<file path="src/rtl/fp_align_pipe.sv">
// Two-stage FP alignment: stage 1 orders the operands by magnitude, stage 2 right-shifts
// the smaller mantissa into a G/R/S field. Define FP_ALIGN_STICKY_EN to fold shifted-out bits into bit 0.
module fp_align_pipe #(
  parameter int MANT_W = 24,
  parameter int EXP_W  = 8
) (
  input  logic                clk,
  input  logic                reset,
  input  logic                in_valid,
  output logic                in_ready,
  input  logic                in_sign_1,
  input  logic                in_sign_2,
  input  logic [EXP_W-1:0]    in_exp_1,
  input  logic [EXP_W-1:0]    in_exp_2,
  input  logic [MANT_W-1:0]   in_mant_1,
  input  logic [MANT_W-1:0]   in_mant_2,
  output logic                out_valid,
  input  logic                out_ready,
  output logic [MANT_W+2:0]   out_mant_a,
  output logic [MANT_W+2:0]   out_mant_b,
  output logic                out_sign_a,
  output logic                out_sign_b,
  output logic [EXP_W:0]      out_exp,
  output logic                out_swap,
  output logic                out_eff_sub
);
  localparam int EXT_W = MANT_W + 3;

  // Handshake: a transfer happens on a rising edge where valid && ready are both high.
  // A stage loads when it is empty or when the stage after it is loading this cycle.
  logic s1_valid, s2_valid;
  logic s1_load, s2_load;

  assign s2_load   = !s2_valid || out_ready;
  assign s1_load   = !s1_valid || s2_load;
  assign in_ready  = s1_load;
  assign out_valid = s2_valid;

  // Stage 1: magnitude compare and operand routing
  logic              swap_in;
  logic [MANT_W-1:0] mant_a_in, mant_b_in;
  logic [EXP_W-1:0]  exp_a_in, exp_b_in;
  logic              sign_a_in, sign_b_in;

  always_comb begin
    swap_in   = (in_exp_2 > in_exp_1) || ((in_exp_2 == in_exp_1) && (in_mant_2 > in_mant_1));
    mant_a_in = swap_in ? in_mant_2 : in_mant_1;
    mant_b_in = swap_in ? in_mant_1 : in_mant_2;
    exp_a_in  = swap_in ? in_exp_2  : in_exp_1;
    exp_b_in  = swap_in ? in_exp_1  : in_exp_2;
    sign_a_in = swap_in ? in_sign_2 : in_sign_1;
    sign_b_in = swap_in ? in_sign_1 : in_sign_2;
  end

  logic [MANT_W-1:0] s1_mant_a, s1_mant_b;
  logic [EXP_W-1:0]  s1_exp_a, s1_diff;
  logic              s1_sign_a, s1_sign_b, s1_swap, s1_eff_sub;

  always_ff @(posedge clk) begin
    if (reset) begin
      s1_valid   <= 1'b0;
      s1_mant_a  <= '0;
      s1_mant_b  <= '0;
      s1_exp_a   <= '0;
      s1_diff    <= '0;
      s1_sign_a  <= 1'b0;
      s1_sign_b  <= 1'b0;
      s1_swap    <= 1'b0;
      s1_eff_sub <= 1'b0;
    end else if (s1_load) begin
      s1_valid <= in_valid;
      if (in_valid) begin
        s1_mant_a  <= mant_a_in;
        s1_mant_b  <= mant_b_in;
        s1_exp_a   <= exp_a_in;
        s1_diff    <= exp_a_in - exp_b_in;
        s1_sign_a  <= sign_a_in;
        s1_sign_b  <= sign_b_in;
        s1_swap    <= swap_in;
        s1_eff_sub <= in_sign_1 ^ in_sign_2;
      end
    end
  end

  // Stage 2: alignment shift of the smaller operand
  logic [EXT_W-1:0] ext_b, shifted, mant_b_aligned;
  logic             beyond;

  always_comb begin
    ext_b   = {s1_mant_b, 3'b000};
    shifted = ext_b >> s1_diff;
    beyond  = (32'(s1_diff) >= EXT_W);
`ifdef FP_ALIGN_STICKY_EN
    if (beyond)
      mant_b_aligned = {{(EXT_W-1){1'b0}}, |s1_mant_b};
    else
      mant_b_aligned = {shifted[EXT_W-1:1],
                        shifted[0] | (|(ext_b & ~({EXT_W{1'b1}} << s1_diff)))};
`else
    mant_b_aligned = beyond ? '0 : shifted;
`endif
  end

  always_ff @(posedge clk) begin
    if (reset) begin
      s2_valid    <= 1'b0;
      out_mant_a  <= '0;
      out_mant_b  <= '0;
      out_sign_a  <= 1'b0;
      out_sign_b  <= 1'b0;
      out_exp     <= '0;
      out_swap    <= 1'b0;
      out_eff_sub <= 1'b0;
    end else if (s2_load) begin
      s2_valid <= s1_valid;
      if (s1_valid) begin
        out_mant_a  <= {s1_mant_a, 3'b000};
        out_mant_b  <= mant_b_aligned;
        out_sign_a  <= s1_sign_a;
        out_sign_b  <= s1_sign_b;
        // Extra MSB gives the carry headroom; all-ones exponent becomes 2^EXP_W.
        out_exp     <= {1'b0, s1_exp_a} + {{EXP_W{1'b0}}, 1'b1};
        out_swap    <= s1_swap;
        out_eff_sub <= s1_eff_sub;
      end
    end
  end
endmodule
</file>
<file path="config.mk">
export PLATFORM = sky130hd
export DESIGN_NAME = fp_align_pipe
export DESIGN_NICKNAME = d
export VERILOG_FILES = /design/src/rtl/fp_align_pipe.sv
export SDC_FILE = /design/constraint.sdc
export NUM_CORES = 1
export LEC_CHECK = 0
export CORE_MARGIN = 3
export CORE_UTILIZATION = 39
export DETAILED_ROUTE_END_ITERATION = 10
export RECOVER_POWER = 50
export SLEW_MARGIN = 20
export SYNTH_ARGS = -nofsm -noshare
export SYNTH_HDL_FRONTEND = slang
export SYNTH_SLANG_ARGS = --single-unit
</file>
<file path="constraint.sdc">
create_clock -name clk -period 3.6 [get_ports clk]
set_clock_uncertainty 0.05 [all_clocks]
set_input_delay 0.54 -clock clk [delete_from_list [all_inputs] [get_ports clk]]
set_output_delay 0.54 -clock clk [all_outputs]
set_load 0.02 [all_outputs]
</file>
==> key figures <==
Status
  • Outcome: finished with violations
  • Violations in the final reports: capacitance limit, slew limit

Placed design
  • Post-placement setup slack: -0.319 ns
  • Detail Placement HPWL: 15900 um
  • Number of port buffers: 135
  • Final Wtd Congestion: 0.878
  • Cell Area, Placed: 9980 um^2

Die
  • Area of the placeable core: 19100 um^2
  • Area enclosed by the die boundary: 21600 um^2
  • Num rows: 50
  • DIE HEIGHT: 147 um
  • Starting density of the core: 40.5%
  • IO Count: 139
  • Die X: 147 um

Setup path
  • Ordered cell list for the critical path: clkdlybuf4s50_1 -> inv_1 -> ha_1 -> nand4_2 -> nor4_2 -> and3_4 -> a311oi_4 -> buf_4 -> buf_4 -> o211ai_1 -> nand2_1 -> a22o_1 -> or4_1 -> nand3_1
  • Peak per-stage delay on the critical path: 0.53 ns
  • Critical Path Sink Type: register
  • Crit Path Class: input pin to register
  • Top fanout value on the critical path: 9
  • Crit path launch type: input pin
  • Cell seen most often among critical-path stages: buf_4
  • Arrival time at the worst endpoint: 3.74 ns
  • Critical path required time: 3.92 ns
  • Critical path's slowest cell: clkdlybuf4s50_1

Clock tree
  • Clock tree from TritonCTS: yes
  • Num CTS Buffers: 17
  • Total clock sinks: 134
  • Root cell of the clock tree: clkbuf_16
  • Worst skew pair latency: 0.42 ns
  • Clock H-tree levels: 4
  • Number of hold-repair buffers added at the cts stage: 0
  • Maximum buffer depth of the clock tree: 2
  • Clock slew at reported path FFs: 0.06 ns

Timing
  • Post-route fraction of the period consumed by the critical path: 95.0%
  • Smallest setup slack after layout: 0.179 ns
  • Final Max Slew Viols: 55
  • Max Clock Freq: 292 MHz
  • Slew of the pin with the lowest slew margin: 2.37 ns
  • Final hold violations: 0
  • Time the final worst path needs with I/O delays and setup: 3.42 ns
  • Worst slew margin: -57.7%
  • Number of failing setup endpoints in the final timing report: 0

Synth
  • Top-area cell type share of the netlist area: 34.6%
  • Sequential area share after synthesis: 34.6%
  • Number of warnings reported in the yosys synthesis log: 0
  • Distinct cell type count of the synthesized netlist: 67
  • Number of enable-type register cells in the synthesized netlist: 0
  • Synthesized cell area: 7750 um^2
  • #FFs+latches synth: 134
  • Avg Cell Area, Syn: 8.17 um^2
  • Leading area contributor after synthesis: dfxtp_1
  • Synth top area cells: dfxtp_1 (35%), mux2i_1 (8.0%), a211oi_1 (6.2%)
  • Synth Flop Type: dfxtp_1
  • Post-synthesis cell count: 949
  • Async SR Flop Fraction: 0%

Power and ir drop
  • Leakage power: 4.49 nW
  • Pwr/cell area: 453 nW/um^2
  • Worst vdd ir: 352 uV

Routing
  • Violation count after the first detailed-routing iteration: 434
  • Post-route antenna net violation count: 0
  • Amount of wire on met3 after detailed routing: 1120 um
  • Length of routed wiring on met1: 11200 um
  • Average wire length per cell after detail routing: 15.5 um
  • Max layer used: met4
  • Average via count per standard cell: 5.31
  • Detailed-routing iteration count for the pre-antenna-repair pass: 6
  • Vias after detailed routing: 7472
  • Total wirelength of the detailed-routed design: 21800 um
  • Length of routed met2 wiring: 9270 um
  • DR DRC count: 0

Finish
  • Layout cells sized above 1: 15.3%
  • Top library cells by usage in the layout, fill and taps aside: dfxtp_1 (134), nand2_1 (124), nor2_1 (119)
  • Fillers: 1822
  • Antenna Cells: 0
  • Combined flip-flop and latch cell area: 2680 um^2
  • Commonest non-fill, non-tap cell in the layout: dfxtp_1
  • Nets: 1238
  • Fin area: 10600 um^2
  • Footprint of the multi-input gates: 4630 um^2
  • Signed area change from the synthesized netlist to the final layout: 37.3%

GRT
  • Vias in the first global route: 6955
  • Number of antenna violations at the first check in global routing: 0
  • Total track usage: 20.1%
  • Global-route wire length before repair: 35700 um
  • Overall overflow remaining after global route: 0
  • Pin count of the biggest net entering global routing: 92

Min path
  • Class of the tightest hold or removal check: register to register

Flow run
  • Number of maximum-capacitance violations: 1
what timing repair did:
item	4_1_cts	5_1_grt
buffers inserted	0	2
resized for setup	0	2
setup endpoints to repair	0	4
worst max-delay path: cells and delay by family:
family	cells	cell delay, ns
buffers and inverters	4	0.93
and+or+nand+nor	6	1.39
AOI/OAI and AO/OA	3	0.49
adders and majority gates	1	0.37
per-layer routing:
metal  global-route usage [%]  vias up
li1                         -     3825
met1                     29.6     3437
met2                     30.1      196
met3                     3.92       14
met4                     5.41        0
met5                        0        -
report_power, final:
group          total, mW  internal [mW]  switching [mW]  leakage (nW)
Sequential          1.68           1.59          0.0926          1.10
Clock               1.96           1.25           0.701         0.321
Combinational       1.18          0.547           0.637          3.06
Total               4.82           3.39            1.43          4.49
cells by family (layout without fill, tap and decap cells):
kind of cell / after synthesis / count (layout) / share of synthesized area (%)
flops: 134 / 134 / 34.6
mux: 81 / 81 / 12.2
other cells: 1 / 3 / 0.0484
buf+inv: 115 / 312 / 6.16
xor+xnor: 8 / 8 / 0.904
compound gates: 246 / 246 / 21.7
simple gates: 331 / 331 / 19.0
fa+ha+maj: 33 / 33 / 5.32
sequential cells by signal (all words and copies together) (netlist names), 8 cells and up:
register and cells:
out_mant_b 27, out_exp 9, out_mant_a 24, s1_mant_a 24, s1_exp_a 8, s1_mant_b 24, s1_diff 8
worst paths after layout:
path / startpoint / to / slack [ns] / cells after the start
hold / removal: out_eff_sub / out_eff_sub / 0.40 / 2
setup / recovery: in_mant_1[23] / s1_diff[7] / 0.18 / 14
setup reg to reg: out_valid / out_mant_b[4] / 0.81 / 5
hold reg to reg: out_eff_sub / out_eff_sub / 0.40 / 2
stage by stage:
stage	total power [mW]	util (%)	cells	TNS (ns)	hold slack [ns]
2_1_floorplan	2.43	-	951	0	0.382
3_3_place_gp	2.89	52.2	1374	-2.27	0.392
3_5_place_dp	2.90	52.2	1374	-4.22	0.393
4_1_cts	4.86	55.6	1406	0	0.405
5_1_grt	5.05	55.6	1408	-0.0182	0.421
6_report	4.82	55.6	1408	0	0.399
final cells by class:
type,count,area share (%)
multi-input combinational,702,43.5
sequential,134,25.2
timing repair buffer,244,20.7
clock buffer,18,4.13
tap,260,3.06
clock inverter,14,2.07
inverter,36,1.27
Yosys cell counts (10+ instances only):
master,n
a22oi_1,20
o21ai_0,42
a21oi_1,55
clkbuf_1,57
dfxtp_1,134
nand2_1,124
inv_1,34
ha_1,33
nand3_1,21
a211oi_1,64
mux4_2,10
o211ai_1,10
nor2_1,119
mux2i_1,62
No activity file was read; power rests on OpenSTA's default activity.
